File: src/rtl/uart_cmd_pkg.sv
// rtl/uart_cmd_pkg.sv - shared states, framing constants and helpers for the UART trigger command path
package uart_cmd_pkg;

  typedef enum logic [2:0] {
    IDLE,
    GET_CH,
    GET_VAL,
    GET_SUM,
    RESP
  } cmd_state_e;

  localparam int         NUM_CH   = 4;
  localparam logic [7:0] SOF_BYTE = 8'h53;
  localparam logic [7:0] CH_BASE  = 8'h30;
  localparam logic [7:0] ACK_BYTE = 8'h06;
  localparam logic [7:0] NAK_BYTE = 8'h15;
  localparam logic [7:0] CH_LAST  = CH_BASE + 8'(NUM_CH - 1);

  function automatic logic ch_valid(input logic [7:0] b);
    return (b >= CH_BASE) && (b <= CH_LAST);
  endfunction

  function automatic logic [7:0] sat_add(input logic [7:0] a, input logic [1:0] inc);
    logic [8:0] s;
    s = {1'b0, a} + {7'b0, inc};
    return s[8] ? 8'hFF : s[7:0];
  endfunction

endpackage

File: src/rtl/uart_trig_cmd_ctrl_if.sv
// rtl/uart_trig_cmd_ctrl_if.sv - RX byte strobe and TX response handshake between UART engines and the sequencer
interface uart_trig_cmd_ctrl_if;
  logic       rx_valid;
  logic [7:0] rx_data;
  logic       tx_valid;
  logic [7:0] tx_data;
  logic       tx_ready;

  modport master (output rx_valid, rx_data, tx_ready, input tx_valid, tx_data);
  modport slave  (input rx_valid, rx_data, tx_ready, output tx_valid, tx_data);
endinterface

File: src/rtl/uart_gap_timer.sv
// rtl/uart_gap_timer.sv - inter-byte gap timer; expire pulses when a frame has been silent too long
module uart_gap_timer #(
  parameter int GAP_CYCLES = 120000
) (
  input  logic clk,
  input  logic nrst,
  input  logic run,
  input  logic clear,
  output logic expire
);

  localparam int         W    = $clog2(GAP_CYCLES + 1);
  localparam logic [W-1:0] LAST = W'(GAP_CYCLES - 1);

  logic [W-1:0] cnt_q;

  // A byte arriving on the terminal count wins over the timeout
  assign expire = run && !clear && (cnt_q == LAST);

  always_ff @(posedge clk or negedge nrst) begin
    if (!nrst) begin
      cnt_q <= '0;
    end else if (!run || clear || expire) begin
      cnt_q <= '0;
    end else begin
      cnt_q <= cnt_q + W'(1);
    end
  end

endmodule

File: src/rtl/uart_trig_cmd_ctrl.sv
// rtl/uart_trig_cmd_ctrl.sv - parses S/ch/value/xor frames from UART RX, updates trigger thresholds, answers ACK/NAK
module uart_trig_cmd_ctrl
  import uart_cmd_pkg::*;
#(
  parameter int GAP_CYCLES = 120000
) (
  input  logic              clk,
  input  logic              nrst,
  uart_trig_cmd_ctrl_if.slave bus,
  output logic [7:0]        trig_ch0,
  output logic [7:0]        trig_ch1,
  output logic [7:0]        trig_ch2,
  output logic [7:0]        trig_ch3,
  output logic [NUM_CH-1:0] trig_upd,
  output logic              trig_en,
  output logic              cmd_busy,
  output logic [7:0]        err_cnt
);

  cmd_state_e        state_q;
  logic [7:0]        sum_q;
  logic [7:0]        val_q;
  logic [1:0]        ch_q;
  logic [7:0]        trig_q [NUM_CH];
  logic [NUM_CH-1:0] trig_upd_q;
  logic              trig_en_q;
  logic              cmd_busy_q;
  logic              tx_valid_q;
  logic [7:0]        tx_data_q;
  logic [7:0]        err_q;
  logic [7:0]        err_d;

  logic in_frame;
  logic expire;
  logic nak_now;
  logic drop_now;

  assign in_frame = (state_q == GET_CH) || (state_q == GET_VAL) || (state_q == GET_SUM);

  uart_gap_timer #(.GAP_CYCLES(GAP_CYCLES)) u_gap_timer (
    .clk    (clk),
    .nrst   (nrst),
    .run    (in_frame),
    .clear  (bus.rx_valid),
    .expire (expire)
  );

  always_comb begin
    nak_now  = 1'b0;
    drop_now = (state_q == RESP) && bus.rx_valid;
    if (bus.rx_valid) begin
      case (state_q)
        GET_CH:  nak_now = !ch_valid(bus.rx_data);
        GET_SUM: nak_now = (bus.rx_data != sum_q);
        default: nak_now = 1'b0;
      endcase
    end else if (expire) begin
      nak_now = 1'b1;
    end
    err_d = sat_add(err_q, {1'b0, nak_now} + {1'b0, drop_now});
  end

  always_ff @(posedge clk or negedge nrst) begin
    if (!nrst) begin
      state_q    <= IDLE;
      sum_q      <= '0;
      val_q      <= '0;
      ch_q       <= '0;
      for (int i = 0; i < NUM_CH; i++) trig_q[i] <= '0;
      trig_upd_q <= '0;
      trig_en_q  <= 1'b0;
      cmd_busy_q <= 1'b0;
      tx_valid_q <= 1'b0;
      tx_data_q  <= '0;
      err_q      <= '0;
    end else begin
      trig_upd_q <= '0;
      trig_en_q  <= (trig_q[0] | trig_q[1] | trig_q[2] | trig_q[3]) != 8'h00;
      err_q      <= err_d;
      // Every NAK source funnels through nak_now so err_cnt and the response agree
      if (in_frame && nak_now) begin
        state_q    <= RESP;
        tx_valid_q <= 1'b1;
        tx_data_q  <= NAK_BYTE;
      end else begin
        case (state_q)
          IDLE: if (bus.rx_valid && bus.rx_data == SOF_BYTE) begin
            state_q    <= GET_CH;
            sum_q      <= SOF_BYTE;
            cmd_busy_q <= 1'b1;
          end
          GET_CH: if (bus.rx_valid) begin
            ch_q    <= 2'(bus.rx_data - CH_BASE);
            sum_q   <= sum_q ^ bus.rx_data;
            state_q <= GET_VAL;
          end
          GET_VAL: if (bus.rx_valid) begin
            val_q   <= bus.rx_data;
            sum_q   <= sum_q ^ bus.rx_data;
            state_q <= GET_SUM;
          end
          GET_SUM: if (bus.rx_valid) begin
            trig_q[ch_q]     <= val_q;
            trig_upd_q[ch_q] <= 1'b1;
            state_q          <= RESP;
            tx_valid_q       <= 1'b1;
            tx_data_q        <= ACK_BYTE;
          end
          RESP: if (tx_valid_q && bus.tx_ready) begin
            tx_valid_q <= 1'b0;
            state_q    <= IDLE;
            cmd_busy_q <= 1'b0;
          end
          default: begin
            state_q    <= IDLE;
            cmd_busy_q <= 1'b0;
            tx_valid_q <= 1'b0;
          end
        endcase
      end
    end
  end

  assign bus.tx_valid = tx_valid_q;
  assign bus.tx_data  = tx_data_q;
  assign trig_ch0     = trig_q[0];
  assign trig_ch1     = trig_q[1];
  assign trig_ch2     = trig_q[2];
  assign trig_ch3     = trig_q[3];
  assign trig_upd     = trig_upd_q;
  assign trig_en      = trig_en_q;
  assign cmd_busy     = cmd_busy_q;
  assign err_cnt      = err_q;

endmodule

File: src/flat_wrapper.sv
// flat-port wrapper written by rule: the top's interface ports become plain ports
module uart_trig_cmd_ctrl_flat import uart_cmd_pkg::*;
#(
  parameter int GAP_CYCLES = 120000
)
  (clk, nrst, trig_ch0, trig_ch1, trig_ch2, trig_ch3, trig_upd, trig_en, cmd_busy, err_cnt, bus_rx_valid, bus_rx_data, bus_tx_ready, bus_tx_valid, bus_tx_data);
  uart_trig_cmd_ctrl_if bus_i ();
  input  logic clk;
  input  logic nrst;
  output logic [7:0] trig_ch0;
  output logic [7:0] trig_ch1;
  output logic [7:0] trig_ch2;
  output logic [7:0] trig_ch3;
  output logic [NUM_CH-1:0] trig_upd;
  output logic trig_en;
  output logic cmd_busy;
  output logic [7:0] err_cnt;
  input wire logic [$bits(bus_i.rx_valid)-1:0] bus_rx_valid;
  input wire logic [$bits(bus_i.rx_data)-1:0] bus_rx_data;
  input wire logic [$bits(bus_i.tx_ready)-1:0] bus_tx_ready;
  output wire logic [$bits(bus_i.tx_valid)-1:0] bus_tx_valid;
  output wire logic [$bits(bus_i.tx_data)-1:0] bus_tx_data;
  assign bus_i.rx_valid = bus_rx_valid;
  assign bus_i.rx_data = bus_rx_data;
  assign bus_i.tx_ready = bus_tx_ready;
  assign bus_tx_valid = bus_i.tx_valid;
  assign bus_tx_data = bus_i.tx_data;
  uart_trig_cmd_ctrl #(.GAP_CYCLES(GAP_CYCLES)) u_core (.clk(clk), .nrst(nrst), .bus(bus_i), .trig_ch0(trig_ch0), .trig_ch1(trig_ch1), .trig_ch2(trig_ch2), .trig_ch3(trig_ch3), .trig_upd(trig_upd), .trig_en(trig_en), .cmd_busy(cmd_busy), .err_cnt(err_cnt));
endmodule
File: config.mk
export PLATFORM = sky130hd
export DESIGN_NAME = uart_trig_cmd_ctrl_flat
export DESIGN_NICKNAME = d
export VERILOG_FILES = /design/src/rtl/uart_cmd_pkg.sv /design/src/rtl/uart_trig_cmd_ctrl_if.sv /design/src/rtl/uart_gap_timer.sv /design/src/rtl/uart_trig_cmd_ctrl.sv /design/src/flat_wrapper.sv
export SDC_FILE = /design/constraint.sdc
export NUM_CORES = 1
export LEC_CHECK = 0
export ABC_CLOCK_PERIOD_IN_PS = 4400
export CAP_MARGIN = 20
export CORE_MARGIN = 5
export CORE_UTILIZATION = 40
export CTS_BUF_LIST = sky130_fd_sc_hd__clkbuf_16
export DETAILED_ROUTE_END_ITERATION = 7
export PLACE_DENSITY = 0.75
export SLEW_MARGIN = 10
export SYNTH_ARGS = -nofsm -noshare
export SYNTH_HDL_FRONTEND = slang
export SYNTH_SLANG_ARGS = --single-unit
File: constraint.sdc
create_clock -name clk -period 4.4 [get_ports clk]
set_clock_uncertainty 0.1 [all_clocks]
set_input_delay 0.44 -clock clk [delete_from_list [all_inputs] [get_ports clk]]
set_output_delay 0.44 -clock clk [all_outputs]
set_load 0.05 [all_outputs]
=== After elaboration in Yosys (flattened, before gate mapping) ===
Cells that the tools add are included.

* Flip-flop bits (word level): 93
* Input bits: 12
* Output and inout bits: 55
* Logic and storage cells: 112

* Add/sub/neg operators: 4
* Order comparisons: 6
* Equal/unequal tests: 16
* Muxes and demuxes: 32
* Bitwise operators: 7
* Reductions and logical operators: 32

{| class="wikitable"
|+ Operators with widths
! kind !! number
|-
| $mux W8 || 7
|-
| $bwmux W32 || 1
|-
| $or A8 B8 Y8 || 3
|-
| $mux W3 || 6
|-
| $add A17 B1 Y17 const B || 1
|-
| $eq A17 B17 Y1 const B || 1
|-
| $mux W17 || 1
|-
| $demux W8 S2 || 1
|-
| $pmux W8 S2 || 1
|-
| $pmux W3 S5 || 1
|-
| $mux W4 || 3
|-
| $ne A3 B3 Y1 const B || 4
|-
| $reduce_and A3 Y1 || 4
|-
| $add A8 B2 Y9 || 1
|-
| $logic_and A1 B1 Y1 || 9
|-
| $eq A8 B7 Y1 const B || 1
|-
| $ge A8 B6 Y1 const B || 1
|-
| $le A8 B6 Y1 const B || 1
|-
| $ne A8 B8 Y1 || 1
|-
| $reduce_and A4 Y1 || 2
|-
| $reduce_bool A8 Y1 || 1
|-
| $xor A8 B8 Y8 || 1
|-
| $mux W1 || 7
|-
| $eq A3 B2 Y1 const B || 2
|-
| 24 further kinds || 36
|}

=== Logic depth before layout (Yosys ltp) ===
Gate-level depths: netlist of run 1.

* Depth after elaboration: 10
* Mapped depth: 12
* Depth with buffers taken out: 11

=== Modules after synthesis ===
From an unflattened synthesis of run 1, not the netlist that was laid out.

* Cell total of the unflattened synthesis: 383
* Area total of the unflattened synthesis: 4,290.4 µm²

{| class="wikitable"
|+ Modules (own cells, without submodules)
! module !! times used !! cells each !! area each (µm²) !! seq. area each (µm²)
|-
| uart_trig_cmd_ctrl || 1 || 295 || 3,400.8 || 1,776.7
|-
| uart_gap_timer || 1 || 88 || 889.6 || 425.4
|}

=== Least setup slack after synthesis of run 1 ===
No wires, ideal clock.

* Kind: register to register
* Start: register u_core.u_gap_timer.cnt_q[8]
* End: register u_core.err_q[0], in the netlist u_core.err_cnt[0]
* Library setup time: 0.073 ns
* Arrival: 2.879 ns
* Required time: 4.227 ns
* Path slack: 1.348 ns
* Cell stages (with the launch flop): 12
* Path buffers: 1
* Clock period less this slack: 3.052 ns
* Path through: dfrtp_1 or4b_1 or4_4 or3_1 buf_2 nand3_1 fa_1 ha_1 and3_1 and3_1 nand3_1 nand2b_1

* Cells in the longest elaborated chain, start to end: 7

{| class="wikitable"
|+ RTL lines
! what !! line !! text
|-
| start, declared || uart_gap_timer.sv:15 || <nowiki>logic [W-1:0] cnt_q;</nowiki>
|-
| start signal, assigned || uart_gap_timer.sv:26 || <nowiki>cnt_q <= cnt_q + W'(1);</nowiki>
|-
| $eq A17 B17 Y1 || uart_gap_timer.sv:18 || <nowiki>assign expire = run && !clear && (cnt_q == LAST);</nowiki>
|-
| $logic_and A1 B1 Y1 || uart_gap_timer.sv:18 ||
|-
| $mux W1 || uart_trig_cmd_ctrl.sv:57 || <nowiki>end else if (expire) begin</nowiki>
|-
| $mux W1 || uart_trig_cmd_ctrl.sv:51 || <nowiki>if (bus.rx_valid) begin</nowiki>
|-
| $add A1 B1 Y2 || uart_trig_cmd_ctrl.sv:60 || <nowiki>err_d = sat_add(err_q, {1'b0, nak_now} + {1'b0, drop_now});</nowiki>
|-
| $add A8 B2 Y9 || uart_cmd_pkg.sv:25 || <nowiki>s = {1'b0, a} + {7'b0, inc};</nowiki>
|-
| $mux W8 || uart_cmd_pkg.sv:26 || <nowiki>return s[8] ? 8'hFF : s[7:0];</nowiki>
|-
| net u_core.err_d[0] || uart_trig_cmd_ctrl.sv:31 || <nowiki>logic [7:0] err_d;</nowiki>
|-
| end signal, assigned || uart_trig_cmd_ctrl.sv:79 || <nowiki>err_q <= err_d;</nowiki>
|-
| end, declared || uart_trig_cmd_ctrl.sv:30 || <nowiki>logic [7:0] err_q;</nowiki>
|}

The timed path passes the listed nets, and every way through them passes these cells.
A chain may end at the register's enable or synchronous reset.

=== Final worst setup path of run 1 ===
* Start: input bus_rx_data[6]
* End: register u_core.err_q[1], in the netlist u_core.err_cnt[1]

* Cells in the longest elaborated chain, start to end: 8
* Elaborated cells between the ends (all ways): 10
* Those cells by class: add/sub: 2; order compare: 2; eq/ne: 1; mux: 3; reduce/logical: 2

{| class="wikitable"
|+ RTL lines
! what !! line !! text
|-
| start, declared || flat_wrapper.sv:19 || <nowiki>input wire logic [$bits(bus_i.rx_data)-1:0] bus_rx_data;</nowiki>
|-
| $ge A8 B6 Y1 / $le A8 B6 Y1 (equally long branches) || uart_cmd_pkg.sv:20 || <nowiki>return (b >= CH_BASE) && (b <= CH_LAST);</nowiki>
|-
| $logic_and A1 B1 Y1 || uart_cmd_pkg.sv:20 ||
|-
| $logic_not A1 Y1 || uart_trig_cmd_ctrl.sv:53 || <nowiki>GET_CH: nak_now = !ch_valid(bus.rx_data);</nowiki>
|-
| $pmux W1 S2 (*) || uart_trig_cmd_ctrl.sv:52 || <nowiki>case (state_q)</nowiki>
|-
| $mux W1 (*) || uart_trig_cmd_ctrl.sv:51 ||
|-
| $add A1 B1 Y2 (*) || uart_trig_cmd_ctrl.sv:60 ||
|-
| $add A8 B2 Y9 (*) || uart_cmd_pkg.sv:25 ||
|-
| $mux W8 (*) || uart_cmd_pkg.sv:26 ||
|-
| net u_core.err_d[1] || uart_trig_cmd_ctrl.sv:31 ||
|}

Mark *: on every way through the listed nets, which the timed path passes. The rest lies on a longest branch.

==> impl_metrics.toml, run 1 <==
[routing]
final_antenna_net_count = 0
routed_wl_um = 8840
drc = 0
wire_per_inst_um = 16.0
route.vias.total = 2974
firstDrtPassIters = 4
avgViaCountPerCell = 5.38
drt-initial-drc-count = 144

[power]
switchingPower_w = 0.000475
power_frac_comb_pct = 11.4
p_int_w = 0.00129
peakVddDrop_uv = 154
cellPowerDensity_nw_per_um2 = 344
p_sw_share_pct = 26.8
power_leakage_nw = 2.27
clkPwrFrac_pct = 40.0
finalPower_w = 0.00177
p_seq_share_pct = 48.7

[grt]
grt_max_degree = 89
track_usage_pct = 14.9
globalRouteOverflowTotal = 0
grt_pass1_wl_um = 15200
grt_pass1_vias = 3088
antenna_found_initial = 0

[logic_synthesis]
syn_area_per_cell_um2 = 11.9
synth_seq_area_share_pct = 53.9
synthTopCellsByCount = "88 x dfrtp_1, 41 x mux2_2, 21 x nand2_1, 20 x nor2_1"
yosys_warnings = 0
synth_top_cells_by_area = "dfrtp_1 54%, mux2_2 11%, xnor2_1 2.6%"
ys.flop_type = "dfrtp_1"
syn_area_um2 = 4090
synth.distinct_cells = 54
ys_seq_elements = 88
yosysMostFrequentCell = "dfrtp_1"
syn_inst = 344
synth_edf_count = 0
yosys.area.top_type = "dfrtp_1"
yosysTopAreaCellShare_pct = 53.9
async_flop_share_pct = 100

[place]
dpl.hpwl_um = 6350
pre_cts_slack_ps = 688
place_congestion = 0.800
io_buffers = 62

[final_layout]
drive_gt1_share_pct = 18.7
n_antenna_cell = 0
syn_to_final_growth_pct = 25.9
fin_nets = 427
fillerInstances = 920

[worst_setup_path]
end_kind = "flip-flop"
crit_fanout = 7
timing.rr.start = "u_core.u_gap_timer.cnt_q[8]$_DFF_PN0_"
crit_arrival_ps = 3450
crit_required_ps = 4520
worstSetupStartpoint = "bus_rx_data[6]"
rrSetupSlack_ps = 1150
start_kind = "input pin"
worst-setup-path-type = "input pin to flip-flop"

[clock_tree]
clk_latency_ps = 340
clockBufferDepth = 2
htree_levels = 3
post_cts_buffers = 0
holdBufCountCts = 0
clkSinkCount = 88
tritoncts = "done"
root_buffer = "clkbuf_16"
clkTransAtPathRegs_ps = 70
cts_inserted_buffers = 9
cts-resized-gates = 0

[die]
dieArea_um2 = 12300
start_util_pct = 40.3
core_area_um2 = 10100
row_count = 37
die_x_um = 111
fp.dieH_um = 111
num_io_pins = 67

[timing]
finalHoldViolCount = 0
fmax_mhz = 301
period_share_pct = 75.6
fin_setup_tns_ps = 0
setup_violations = 0
maxSlewHeadroom_pct = 36.7
drv_slew = 0
fin_crit_ps = 3320
setup_ws_ps = 1080
rsz0062_at_grt = "false"
tightest_slew_ps = 944

[job]
maxCapViolations = 0

[worst_hold_path]
hold_class = "input pin to async pin"

[outcome]
status = "finished clean"
## worst max-delay path: stages
cell             delay, ps
clkdlybuf4s50_1        630
xnor2_1                160
nand4_1                300
o21ai_0                410
nand3_1                160
fa_1                   440
ha_1                   240
and3_1                 220
and3_1                 200
nand3_1                180
nand2b_1                80
## flip-flops by register name, indices dropped and copies added, names as in the netlist
name and count:
u_core.state_q 3, u_core.trig_ch3 8, u_core.err_cnt 8, u_core.u_gap_timer.cnt_q 17, u_core.val_q 8, u_core.trig_ch0 8, u_core.ch_q 2, u_core.cmd_busy 1
u_core.trig_upd 4, u_core.trig_ch1 8, u_core.bus.tx_valid 1, u_core.trig_en 1, u_core.trig_ch2 8, u_core.sum_q 8, u_core.bus.tx_data 3
## routing by layer
| metal | routed length, µm | up-vias | GRT usage [%] |
|---|---|---|---|
| met4 | 112 | 0 | 4.79 |
| met2 | 4510 | 62 | 25.8 |
| li1 | - | 1399 | - |
| met3 | 308 | 14 | 3.33 |
| met1 | 3900 | 1499 | 18.7 |
| met5 | 0 | - | 0 |
## cell families after synthesis
group / after synthesis / synth area share, %
and+or+nand+nor: 130 / 18.8
DFF: 88 / 53.9
muxes: 41 / 11.3
AOI/OAI and AO/OA: 38 / 7.35
xor gates and xnor gates: 24 / 5.14
buffers and inverters: 19 / 2.33
adders and majority gates: 3 / 1.10
other: 1 / 0.0917
## cells in the final DEF, fill, tap and decap left out, types with 3 or more instances in the layout
cell type | Yosys | layout
a21oi_1 | 9 | 9
a221o_1 | 4 | 4
and2_1 | 3 | 3
and3_1 | 7 | 7
and4_1 | 3 | 3
and4b_1 | 3 | 3
buf_4 | 5 | 5
clkbuf_16 | 0 | 9
clkdlybuf4s50_1 | 0 | 61
conb_1 | 1 | 4
dfrtp_1 | 88 | 88
inv_1 | 6 | 6
mux2_2 | 41 | 41
nand2_1 | 21 | 21
nand2b_1 | 5 | 5
nand3_1 | 10 | 10
nand4_1 | 10 | 10
nor2_1 | 20 | 20
nor2b_1 | 9 | 9
nor3b_1 | 4 | 4
nor4_1 | 8 | 8
nor4_2 | 3 | 3
o21ai_0 | 3 | 3
o221a_2 | 4 | 4
or3_1 | 10 | 10
xnor2_1 | 12 | 12
xor2_1 | 12 | 12
## per-stage QoR
step | hold slack [ps] | utilization, % | cells | cell area [µm²]
6_report | 2.54 | 50.7 | 553 | 5140
3_3_place_gp | 384 | 47.8 | 536 | 4840
4_1_cts | 257 | 50.5 | 552 | 5120
2_1_floorplan | 44.4 | - | 347 | 4100
3_5_place_dp | 388 | 47.8 | 536 | 4840
5_1_grt | 51.5 | 50.7 | 553 | 5140
## cell type report
| class | instances | area [µm²] | share of cell area, % |
|---|---|---|---|
| clock buffer | 9 | 225 | 4.38 |
| clock inverter | 7 | 55.1 | 1.07 |
| inverter | 6 | 22.5 | 0.438 |
| multi-input combinational | 240 | 1800 | 35.0 |
| sequential | 88 | 2200 | 42.8 |
| tap | 136 | 170 | 3.31 |
| timing repair buffer | 67 | 668 | 13.0 |
## power by group through the flow
stage               sequential, W  clock (W)  combinational, W
floorplan                0.000935          0         0.0000606
global route             0.000865   0.000766          0.000216
detailed placement       0.000876          0          0.000200
finish                   0.000861   0.000707          0.000201
global placement         0.000875          0          0.000199
CTS                      0.000861   0.000729          0.000202
## path summary, 6_finish.rpt
path                            depth (start not counted)                                end
worst min register to register                          2  u_core.bus.tx_data[2]$_DFFE_PN0P_
worst max register to register                         10        u_core.err_cnt[1]$_DFF_PN0_
min in group clk                                        2  u_core.bus.tx_data[2]$_DFFE_PN0P_
worst max-delay path                                   11        u_core.err_cnt[1]$_DFF_PN0_
worst min-delay path                                    1     u_core.trig_ch0[0]$_DFFE_PN0P_
max in group asynchronous                               2      u_core.state_q[1]$_DFFE_PN0P_
No activity file was read; power rests on OpenSTA's default activity.
==> run 2: changes to the inputs <==
- ABC_CLOCK_PERIOD_IN_PS: 4400 -> 3000
- PLACE_DENSITY: 0.75 -> 0.77
- clock period: 4.4 -> 3 ns (I/O delays scaled with it)
==> run 2 against run 1 <==
The run now ends with negative setup slack left. Register-to-register slack got worse by 1200 ps. Cell count increased by 5.2%. Clock power increased by 73%. First-iteration DRC count increased by 14%. Worst setup slack got worse by 1100 ps. Largest power group unchanged.
==> impl_metrics.toml, run 2 (same netlist as run 1, synthesis figures left out) <==
[place]
placed_cell_area_um2 = 5060
dpl.hpwl_um = 6660
dp.cells = 561
place_congestion = 0.802
io_buffers = 62
pre_cts_slack_ps = 16.0

[routing]
wire_per_inst_um = 16.0
route.vias.total = 3081
firstDrtPassIters = 4
avgViaCountPerCell = 5.29
final_antenna_net_count = 0
drc = 0
drt-initial-drc-count = 164
routed_wl_um = 9320

[final_layout]
regArea_um2 = 2200
n_antenna_cell = 0
fillerInstances = 832
multiInputGateArea_um2 = 1880
largest_reg_flops = 17
final_area_um2 = 5500
stdcell_count = 582
layout_commonest_cell = "dfrtp_1"
syn_to_final_growth_pct = 34.6
fin_nets = 456
regMostFlops = "u_core.u_gap_timer.cnt_q"
drive_gt1_share_pct = 26.9
final_cell_mix = "88 x dfrtp_1, 61 x clkdlybuf4s50_1, 40 x mux2_2, 33 x buf_4"

[timing]
fmax_mhz = 332
rsz0062_at_grt = "true"
fin_setup_tns_ps = -15.7
tightest_slew_ps = 605
setup_violations = 1
maxSlewHeadroom_pct = 59.6
finalHoldViolCount = 0
period_share_pct = 101
drv_slew = 0
fin_crit_ps = 3020
setup_ws_ps = -15.7

[worst_setup_path]
cp_slowest_cell = "or4b_1"
crit_arrival_ps = 3140
slowest_delay_ps = 530
worstPathCellList = "or4b_1, or4_4, or3_4, nand3_2, fa_2, ha_4, and3_4, and3_4, nor2b_4, a21oi_2"
start_kind = "flip-flop"
worst-setup-path-type = "flip-flop to flip-flop"
crit_top_cell = "and3_4"
crit_fanout = 3
end_kind = "flip-flop"
crit_required_ps = 3120

[clock_tree]
tritoncts = "done"
clkTransAtPathRegs_ps = 70
clkSinkCount = 88
clk_latency_ps = 340
cts_inserted_buffers = 9
clockBufferDepth = 2
root_buffer = "clkbuf_16"
htree_levels = 3

[die]
fp.dieH_um = 111
core_area_um2 = 10100
dieArea_um2 = 12300
row_count = 37
num_io_pins = 67
start_util_pct = 40.3
die_x_um = 111

[grt]
globalRouteOverflowTotal = 0
grt_pass1_wl_um = 15500
grt_max_degree = 89
antenna_found_initial = 0
track_usage_pct = 15.1
grt_pass1_vias = 3132

[outcome]
status = "finished, violations left"
violations = "negative setup slack"

[power]
cellPowerDensity_nw_per_um2 = 510
power_leakage_nw = 2.44
peakVddDrop_uv = 454

[job]
maxCapViolations = 0

[worst_hold_path]
hold_class = "input pin to async pin"
[run 2: what timing repair did]
action	CTS	global route
hold buffers	0	1
gates resized for setup	1	10
endpoints found under the hold margin	0	20
setup buffers	0	3
endpoints found under the setup margin	2	8
pin swaps	0	4
[run 2: through the flow]
| stage | util, % | hold slack (ps) | total power [W] |
|---|---|---|---|
| after floorplan | - | -95.6 | 0.00146 |
| after global placement | 49.9 | 374 | 0.00159 |
| after detailed placement | 49.9 | 388 | 0.00160 |
| after CTS | 53.2 | 105 | 0.00281 |
| after global routing | 54.3 | 300 | 0.00292 |
| final | 54.3 | 281 | 0.00281 |
[run 2: power breakdown]
group	internal [W]	total, W	switching (W)
sequential	0.00122	0.00127	0.0000465
clock	0.000738	0.00122	0.000478
combinational	0.000124	0.000321	0.000197
[run 2: cell type report]
| type | count | area share (%) |
|---|---|---|
| multi-input cells | 240 | 34.2 |
| flip-flops and latches | 88 | 40.0 |
| well taps | 136 | 3.09 |
| repair buffers | 96 | 16.3 |
| clock buffers | 9 | 4.09 |
| inverters | 6 | 0.409 |
| clock inverters | 7 | 1.87 |
[run 2: worst paths after layout]
check,start,to,slack (ps),cells after the start
max,u_core.u_gap_timer.cnt_q[13]$_DFF_PN0_,u_core.err_cnt[6]$_DFF_PN0_,-20,10
min,nrst,u_core.trig_upd[2]$_DFF_PN0_,280,2
max reg2reg,u_core.u_gap_timer.cnt_q[13]$_DFF_PN0_,u_core.err_cnt[6]$_DFF_PN0_,-20,10
min reg2reg,u_core.bus.tx_data[2]$_DFFE_PN0P_,u_core.bus.tx_data[2]$_DFFE_PN0P_,400,2
max in group asynchronous,nrst,u_core.u_gap_timer.cnt_q[14]$_DFF_PN0_,1910,3
min in group clk,u_core.bus.tx_data[2]$_DFFE_PN0P_,u_core.bus.tx_data[2]$_DFFE_PN0P_,400,2
[run 2: critical path, delay by kind of cell, from the launching register on]
kind / cells / cell delay (ps)
AND/OR/NAND/NOR: 7 / 2000
flip-flops: 1 / 380
adder cells (fa/ha/maj): 2 / 370
AO/OA/AOI/OAI: 1 / 60
[run 2: per-layer routing]
layer,wire [µm],share of wire (%),GRT usage (%)
met4,136,1.5,4.79
met2,4710,51,25.6
met1,4120,44,19.1
met5,0,0,0
met3,357,3.8,3.77
